$ cat config.mk
export PLATFORM = sky130hd
export DESIGN_NAME = rom_bootloader_flat
export DESIGN_NICKNAME = d
export VERILOG_FILES = /design/src/rtl/rom_bootloader_if.sv /design/src/rtl/rom_bootloader.sv /design/src/flat_wrapper.sv
export SDC_FILE = /design/constraint.sdc
export NUM_CORES = 1
export LEC_CHECK = 0
export BUFFER_PORTS_ARGS = -buffer_cell sky130_fd_sc_hd__buf_2
export CAP_MARGIN = 20
export CORE_ASPECT_RATIO = 0.75
export CORE_UTILIZATION = 39
export DETAILED_ROUTE_END_ITERATION = 10
export PLACE_DENSITY = 0.69
export SYNTH_ARGS = -nofsm -noshare
export SYNTH_HDL_FRONTEND = slang
export SYNTH_SLANG_ARGS = --single-unit
$ cat constraint.sdc
create_clock -name clock -period 5.2 [get_ports clock]
set_clock_uncertainty 0.05 [all_clocks]
set_input_delay 0.26 -clock clock [delete_from_list [all_inputs] [get_ports clock]]
set_output_delay 0.26 -clock clock [all_outputs]
set_load 0.02 [all_outputs]
$ cat src/rtl/rom_bootloader_if.sv
// rom_bootloader_if: byte-stream input, ROM write bus and CPU control bundle.
// Ports (slave = bootloader): byte_valid/byte_data in, byte_ready out,
//   bootload_status/rom_we/rom_addr/rom_data out, cpu_reset/load_done/load_error out.
interface rom_bootloader_if;
    logic        byte_valid;
    logic [7:0]  byte_data;
    logic        byte_ready;
    logic        bootload_status;
    logic        rom_we;
    logic [7:0]  rom_addr;
    logic [15:0] rom_data;
    logic        cpu_reset;
    logic        load_done;
    logic        load_error;

    modport slave (
        input  byte_valid, byte_data,
        output byte_ready, bootload_status, rom_we, rom_addr, rom_data,
        output cpu_reset, load_done, load_error
    );

    modport master (
        output byte_valid, byte_data,
        input  byte_ready, bootload_status, rom_we, rom_addr, rom_data,
        input  cpu_reset, load_done, load_error
    );
endinterface

$ cat src/rtl/rom_bootloader.sv
// rom_bootloader: receives a framed byte stream (HDR, N, N x {hi,lo}[, chk]),
// writes 16-bit words into the instruction ROM, then releases the CPU reset.
// Ports: clock, reset (sync, active-low), bus (rom_bootloader_if.slave).
// Option: define BOOTLOADER_CHECKSUM_EN to require a trailing XOR checksum byte.
module rom_bootloader #(
    parameter logic [7:0] START_ADDR    = 8'h00,
    parameter logic [7:0] HDR_BYTE      = 8'hA5,
    parameter int         RELEASE_DELAY = 4
) (
    input logic              clock,
    input logic              reset,
    rom_bootloader_if.slave  bus
);
    typedef enum logic [3:0] {
        S_HDR, S_CNT, S_HI, S_LO, S_WR, S_CHK, S_HOLD, S_RUN, S_ERR
    } state_t;

    // Counter starts at DELAY-1 and HOLD exits on zero: DELAY cycles in HOLD.
    localparam logic [15:0] HOLD_INIT = 16'(RELEASE_DELAY - 1);

    state_t      r_state;
    logic [7:0]  r_cnt;
    logic [7:0]  r_addr;
    logic [7:0]  r_hi;
    logic [15:0] r_hold;
    logic        r_ready;
    logic        r_bs;
    logic        r_we;
    logic [7:0]  r_rom_addr;
    logic [15:0] r_rom_data;
    logic        r_cpu_rst;
    logic        r_done;
    logic        r_err;
`ifdef BOOTLOADER_CHECKSUM_EN
    logic [7:0]  r_chk;
`endif

    logic w_xfer;
    logic w_hdr;

    assign w_xfer = bus.byte_valid & r_ready;
    assign w_hdr  = w_xfer && (bus.byte_data == HDR_BYTE);

    always_ff @(posedge clock) begin
        if (!reset) begin
            r_state    <= S_HDR;
            r_cnt      <= 8'd0;
            r_addr     <= START_ADDR;
            r_hi       <= 8'd0;
            r_hold     <= 16'd0;
            r_ready    <= 1'b1;
            r_bs       <= 1'b0;
            r_we       <= 1'b0;
            r_rom_addr <= START_ADDR;
            r_rom_data <= 16'd0;
            r_cpu_rst  <= 1'b1;
            r_done     <= 1'b0;
            r_err      <= 1'b0;
`ifdef BOOTLOADER_CHECKSUM_EN
            r_chk      <= 8'd0;
`endif
        end else begin
            r_we <= 1'b0;
            unique case (r_state)
                S_HDR: begin
                    if (w_hdr) begin
                        r_state <= S_CNT;
                        r_bs    <= 1'b1;
                    end
                end
                S_CNT: begin
                    if (w_xfer) begin
                        if (bus.byte_data == 8'd0) begin
                            r_state <= S_ERR;
                            r_bs    <= 1'b0;
                            r_err   <= 1'b1;
                        end else begin
                            r_cnt   <= bus.byte_data;
                            r_addr  <= START_ADDR;
`ifdef BOOTLOADER_CHECKSUM_EN
                            r_chk   <= bus.byte_data;
`endif
                            r_state <= S_HI;
                        end
                    end
                end
                S_HI: begin
                    if (w_xfer) begin
                        r_hi    <= bus.byte_data;
`ifdef BOOTLOADER_CHECKSUM_EN
                        r_chk   <= r_chk ^ bus.byte_data;
`endif
                        r_state <= S_LO;
                    end
                end
                S_LO: begin
                    // Output address/data only change here so they hold while rom_we=0.
                    if (w_xfer) begin
                        r_rom_addr <= r_addr;
                        r_rom_data <= {r_hi, bus.byte_data};
                        r_we       <= 1'b1;
                        r_ready    <= 1'b0;
`ifdef BOOTLOADER_CHECKSUM_EN
                        r_chk      <= r_chk ^ bus.byte_data;
`endif
                        r_state    <= S_WR;
                    end
                end
                S_WR: begin
                    r_addr <= r_addr + 8'd1;
                    r_cnt  <= r_cnt - 8'd1;
                    if (r_cnt == 8'd1) begin
`ifdef BOOTLOADER_CHECKSUM_EN
                        r_ready <= 1'b1;
                        r_state <= S_CHK;
`else
                        r_bs    <= 1'b0;
                        r_hold  <= HOLD_INIT;
                        r_state <= S_HOLD;
`endif
                    end else begin
                        r_ready <= 1'b1;
                        r_state <= S_HI;
                    end
                end
`ifdef BOOTLOADER_CHECKSUM_EN
                S_CHK: begin
                    if (w_xfer) begin
                        r_bs <= 1'b0;
                        if (bus.byte_data == r_chk) begin
                            r_ready <= 1'b0;
                            r_hold  <= HOLD_INIT;
                            r_state <= S_HOLD;
                        end else begin
                            r_err   <= 1'b1;
                            r_state <= S_ERR;
                        end
                    end
                end
`endif
                S_HOLD: begin
                    if (r_hold == 16'd0) begin
                        r_cpu_rst <= 1'b0;
                        r_done    <= 1'b1;
                        r_ready   <= 1'b1;
                        r_state   <= S_RUN;
                    end else begin
                        r_hold <= r_hold - 16'd1;
                    end
                end
                S_RUN, S_ERR: begin
                    if (w_hdr) begin
                        r_bs      <= 1'b1;
                        r_cpu_rst <= 1'b1;
                        r_done    <= 1'b0;
                        r_err     <= 1'b0;
                        r_state   <= S_CNT;
                    end
                end
                default: begin
                    r_ready <= 1'b1;
                    r_state <= S_HDR;
                end
            endcase
        end
    end

    assign bus.byte_ready      = r_ready;
    assign bus.bootload_status = r_bs;
    assign bus.rom_we          = r_we;
    assign bus.rom_addr        = r_rom_addr;
    assign bus.rom_data        = r_rom_data;
    assign bus.cpu_reset       = r_cpu_rst;
    assign bus.load_done       = r_done;
    assign bus.load_error      = r_err;
endmodule

$ cat src/flat_wrapper.sv
// flat-port wrapper written by rule: the top's interface ports become plain ports
module rom_bootloader_flat 
#(
    parameter logic [7:0] START_ADDR    = 8'h00,
    parameter logic [7:0] HDR_BYTE      = 8'hA5,
    parameter int         RELEASE_DELAY = 4
)
  (clock, reset, bus_byte_valid, bus_byte_data, bus_byte_ready, bus_bootload_status, bus_rom_we, bus_rom_addr, bus_rom_data, bus_cpu_reset, bus_load_done, bus_load_error);
  rom_bootloader_if bus_i ();
  input logic clock;
  input logic reset;
  input wire logic [$bits(bus_i.byte_valid)-1:0] bus_byte_valid;
  input wire logic [$bits(bus_i.byte_data)-1:0] bus_byte_data;
  output wire logic [$bits(bus_i.byte_ready)-1:0] bus_byte_ready;
  output wire logic [$bits(bus_i.bootload_status)-1:0] bus_bootload_status;
  output wire logic [$bits(bus_i.rom_we)-1:0] bus_rom_we;
  output wire logic [$bits(bus_i.rom_addr)-1:0] bus_rom_addr;
  output wire logic [$bits(bus_i.rom_data)-1:0] bus_rom_data;
  output wire logic [$bits(bus_i.cpu_reset)-1:0] bus_cpu_reset;
  output wire logic [$bits(bus_i.load_done)-1:0] bus_load_done;
  output wire logic [$bits(bus_i.load_error)-1:0] bus_load_error;
  assign bus_i.byte_valid = bus_byte_valid;
  assign bus_i.byte_data = bus_byte_data;
  assign bus_byte_ready = bus_i.byte_ready;
  assign bus_bootload_status = bus_i.bootload_status;
  assign bus_rom_we = bus_i.rom_we;
  assign bus_rom_addr = bus_i.rom_addr;
  assign bus_rom_data = bus_i.rom_data;
  assign bus_cpu_reset = bus_i.cpu_reset;
  assign bus_load_done = bus_i.load_done;
  assign bus_load_error = bus_i.load_error;
  rom_bootloader #(.START_ADDR(START_ADDR), .HDR_BYTE(HDR_BYTE), .RELEASE_DELAY(RELEASE_DELAY)) u_core (.clock(clock), .reset(reset), .bus(bus_i));
endmodule
; ---- Yosys cells after proc, flatten, opt, wreduce, memory -nomap -nowiden
; Index checks and enable logic that the tools add are counted.
[word_totals]
ff_bits = 74
input_bits = 11
output_inout_bits = 30
[classes]
n_addsub = 3
n_eq_ne = 20
mux = 34
bitwise_logic = 2
n_reduce_logical = 22
[ops]
columns = cell, n
row1 = two-way mux 16 bit, 2
row2 = two-way mux 8 bit, 4
row3 = case mux 16 bit (2 select lines), 1
row4 = case mux 8 bit (2 select lines), 2
row5 = two-way mux 4 bit, 6
row6 = case mux 4 bit (6 select lines), 1
row7 = zero test 16 bit, 1
row8 = != test 2 x 1 -> 1 bit (second input constant), 8
row9 = subtractor 16 x 1 -> 16 bit (second input constant), 1
row10 = == test 4 x 3 -> 1 bit (second input constant), 3
row11 = two-way mux 1 bit, 12
row12 = AND reduction 5 bit, 2
row13 = AND reduction 3 bit, 3
row14 = adder 8 x 1 -> 8 bit (second input constant), 1
row15 = == test 4 x 2 -> 1 bit (second input constant), 2
row16 = == test 8 x 1 -> 1 bit (second input constant), 1
row17 = == test 8 bit (second input constant), 1
row18 = zero test 8 bit, 1
row19 = AND reduction 4 bit, 2
row20 = nonzero test 2 bit, 4
row21 = subtractor 8 x 1 -> 8 bit (second input constant), 1
row22 = != test 2 bit (second input constant), 3
row23 = case mux 1 bit (2 select lines), 3
row24 = AND reduction 2 bit, 3
row25 = other kinds (13), 13

; ---- Depth between registers and ports, before layout
[depth]
ltp_word = 4
mapped_depth = 9
ltp_nobuf = 7

; ---- Worst setup path before layout
; No wires, ideal clock.
[synth_timing]
kind = register -> register
from = register u_core.r_cnt[1]
to = register u_core.r_hold[13]
setup_time_ns = 0.070
arrival_ns = 1.905
t_required_ns = 5.080
setup_slack_ns = 3.175
stages_incl_launch_ff = 8
path_buffers = 0
cell_sequence = dfxtp_1 inv_1 ha_1 or4b_4 o21ai_4 nand4_4 or4_1 a21oi_1
[synth_via]
elab_chain_cells = 3
[synth_lines]
columns = item, line
row1 = start: declaration, rom_bootloader.sv:22  ; logic [7:0] r_cnt;
row2 = start signal: assignment, rom_bootloader.sv:78  ; r_cnt <= bus.byte_data;
row3 = start signal: assignment, rom_bootloader.sv:111  ; r_cnt <= r_cnt - 8'd1;
row4 = == test 8 x 1 -> 1 bit, rom_bootloader.sv:112  ; if (r_cnt == 8'd1) begin
row5 = != test 2 x 1 -> 1 bit (no source line), --
row6 = AND reduction 3 bit (no source line), --
row7 = end signal: assignment, rom_bootloader.sv:148  ; r_hold <= r_hold - 16'd1;
row8 = end: declaration, rom_bootloader.sv:25  ; logic [15:0] r_hold;
; Every way passes these cells.
; A chain may end at the register's enable or synchronous reset.

; ---- Final worst setup path
[layout_timing]
from = register u_core.r_hold[7]
to = register u_core.r_hold[1]
[layout_via]
elab_chain_cells = 3
[layout_lines]
columns = item, line
row1 = zero test 16 bit, rom_bootloader.sv:142  ; if (r_hold == 16'd0) begin
row2 = != test 2 bit (no source line), --
row3 = AND reduction 3 bit (no source line), --
; Every way passes these cells.

==> metrics.txt <==
Synth Area in XOR/XNOR=0.0120; Crit Path Class=reg -> reg; Worst Path Arrival=2.83 ns; Crit path required time=5.38 ns; first-pass GRT wire length=14200 um; final hold violation count=0; Critical Path End Type=register; Area after DPL=3890 sq um; worst-margin pin slew=1.04 ns; Initial Util=0.402; multiplexer area fraction after synthesis=0.0438; sequential share of power=0.463; number of port buffers=40; Die W=114 um; RSZ-0062 raised after global routing=no; Adder-Cell Fraction of Synth Area=0.0137; largest net degree at the start of global routing=55; Largest stage delay, worst path=0.90 ns; CP max FO=23; layout cells sized above 1=0.191; post-synth top area share=0.405; via count=3161; Int Power=954 uW; Worst-path clk slew=0.07 ns; switching part of the total power=0.222; Fillers=902; switching power=272 uW; Worst-Skew Late Latency=0.33 ns; cts repair resizes=0; Synth async-reset ratio=0; Slowest cell on crit path=nor4_4; row cnt=30; drt total wl=8200 um; post-synth top area cell=dfxtp_1; IO Count=41; sequential-to-total area share from yosys stat=0.405; die area=9760 sq um; post-synthesis register bit count=74; achievable frequency=377 MHz; Area growth syn-to-layout=14.9%; dpl hpwl=5570 um; Mapped Area=3650 sq um; number of flops mapped to enable cells by yosys=0; Antenna Cells=0; Avg WL per Cell=14.2 um; CTS Sinks=74; Peak VDD IR=151 uV; nets@finish=461; DRC Markers=0; CTS Root Cell=clkbuf_16; Mapped Nets=433; Core Box Area=9080 sq um; CTS Buf Count=9; initial antenna violation count=0; TNS Setup=0 ns; Leak=0.00164 uW; endpoints failing setup=0; slew margin rel.=0.304; Distinct cells, synth=60; CTS tree=yes; Die Y=85.8 um; synth warn=0; vias in the first global route=2936; Pwr Density=292 nW/um^2; ANT nets after route=0; Avg Vias per Cell=5.46; min cycle time layout=2.65 ns; clock buffer depth=2; Comb power frac=0.024; Compound-Gate Fraction of Synth Area=0.186; synthesized area per cell=8.74 sq um; CP Cell Sequence=nor4_1 -> nand4b_2 -> nor4_4 -> o21ai_0 -> and3_1; Setup Buffers After CTS=0; startpoint types=register; status=finished, final reports clean; Syn Inst Count=418; Post-Synth Simple-Gate Area=0.294; largest family of logic cells by synthesized area=simple AND/OR/NAND/NOR gates; RePlAce Congestion=0.834; Final Cell Area=4200 sq um; clock network fraction of total power=0.513; Slew Viols, Final=0; DR pass1 iterations=4; total track usage=0.181; htree depth=3; Area contributors post-synth=dfxtp_1, nand2_1, a21boi_0; cts hold-fix bufs=0; Worst Hold Class=in -> reg; Multi-input gate area=2010 sq um; GRT Residual Overflow=0; dominant synthesized flop cell=dfxtp_1; storage element area=1480 sq um; Initial DRC Count=208; Final Cycle Share=0.510; max cap viols=0
[critical path, delay by kind of cell (launching register included)]
family | cells | cell delay [ns]
flops | 1 | 0.36
simple gates | 4 | 1.93
compound gates | 1 | 0.21
[flip-flops by register name, summed over array words and instances, names as in the netlist, 4 cells and up]
signal and flops:
u_core.r_state 4, u_core.bus.rom_addr 8, u_core.r_hi 8, u_core.r_addr 8, u_core.bus.rom_data 16, u_core.r_cnt 8, u_core.r_hold 16
[per-stage QoR]
step / power, uW / utilization / instances / setup WS, ns / hold slack, ns
after floorplan: 598 / - / 418 / 3.18 / 0.355
after global placement: 609 / 0.429 / 563 / 2.60 / 0.386
after detailed placement: 609 / 0.429 / 563 / 2.58 / 0.399
after CTS: 1240 / 0.462 / 579 / 2.60 / 0.155
after global routing: 1260 / 0.462 / 579 / 2.36 / 0.192
final: 1230 / 0.462 / 579 / 2.55 / 0.168
[final cells by class]
| class | instances | area share |
|---|---|---|
| clock inverter | 7 | 0.0185 |
| tap | 128 | 0.0382 |
| inverter | 7 | 0.00626 |
| multi-input combinational | 312 | 0.479 |
| timing repair buffer | 42 | 0.0513 |
| clock buffer | 9 | 0.0537 |
| sequential | 74 | 0.353 |
[cell usage in the layout (no fill, tap or decap), types with 12 or more instances in the layout]
cell type,instances
a21oi_1,19
or4_1,15
a21boi_0,29
nand2_1,68
buf_2,40
o21ai_0,13
nor2_1,25
nor2b_1,12
mux2i_1,16
dfxtp_1,74
[metal layers]
metal / vias up / wire [um] / track usage
met4: 0 / 150 / 0.0754
met3: 14 / 422 / 0.0438
met2: 93 / 3720 / 0.283
met5: - / 0 / 0
li1: 1563 / - / -
met1: 1491 / 3900 / 0.238
[path summary, 6_finish.rpt]
path | start | to | slack (ns) | depth (start not counted)
max | u_core.r_hold[7] | u_core.r_hold[1] | 2.55 | 5
min | bus_byte_data[1] | u_core.bus.rom_data[1] | 0.17 | 3
max reg2reg | u_core.r_hold[7] | u_core.r_hold[1] | 2.55 | 5
min reg2reg | u_core.bus.cpu_reset | u_core.bus.cpu_reset | 0.41 | 1
[logic make-up after synthesis]
| group | count (synthesis) |
|---|---|
| XOR/XNOR | 5 |
| AO/OA/AOI/OAI | 97 |
| multiplexers | 16 |
| adder cells (fa/ha/maj) | 4 |
| AND/OR/NAND/NOR | 190 |
| flip-flops | 74 |
| buffers and inverters | 32 |
[Yosys cell counts, drive strengths merged (3+ instances only)]
| library cell | instances |
|---|---|
| a21oi | 19 |
| nor4 | 8 |
| nor2 | 25 |
| ha | 4 |
| o31ai | 11 |
| xor2 | 5 |
| nor2b | 12 |
| a21boi | 29 |
| o21ai | 15 |
| nand4 | 4 |
| or2 | 11 |
| or4 | 16 |
| buf | 9 |
| mux2i | 16 |
| nor3 | 8 |
| or3 | 10 |
| nand3 | 3 |
| o221ai | 3 |
| clkbuf | 16 |
| inv | 7 |
| dfxtp | 74 |
| and3 | 4 |
| and2 | 4 |
| nand2 | 70 |
| o211ai | 3 |
| nand2b | 3 |
[power by group through the flow]
stage	clock (uW)	combinational, uW	sequential [uW]
2_1_floorplan	0	17.9	580
3_3_place_gp	0	29.0	580
3_5_place_dp	0	29.2	580
4_1_cts	643	29.3	567
5_1_grt	663	32.2	567
6_report	629	29.3	567
Note: power is estimated with default switching activity, not from simulation.
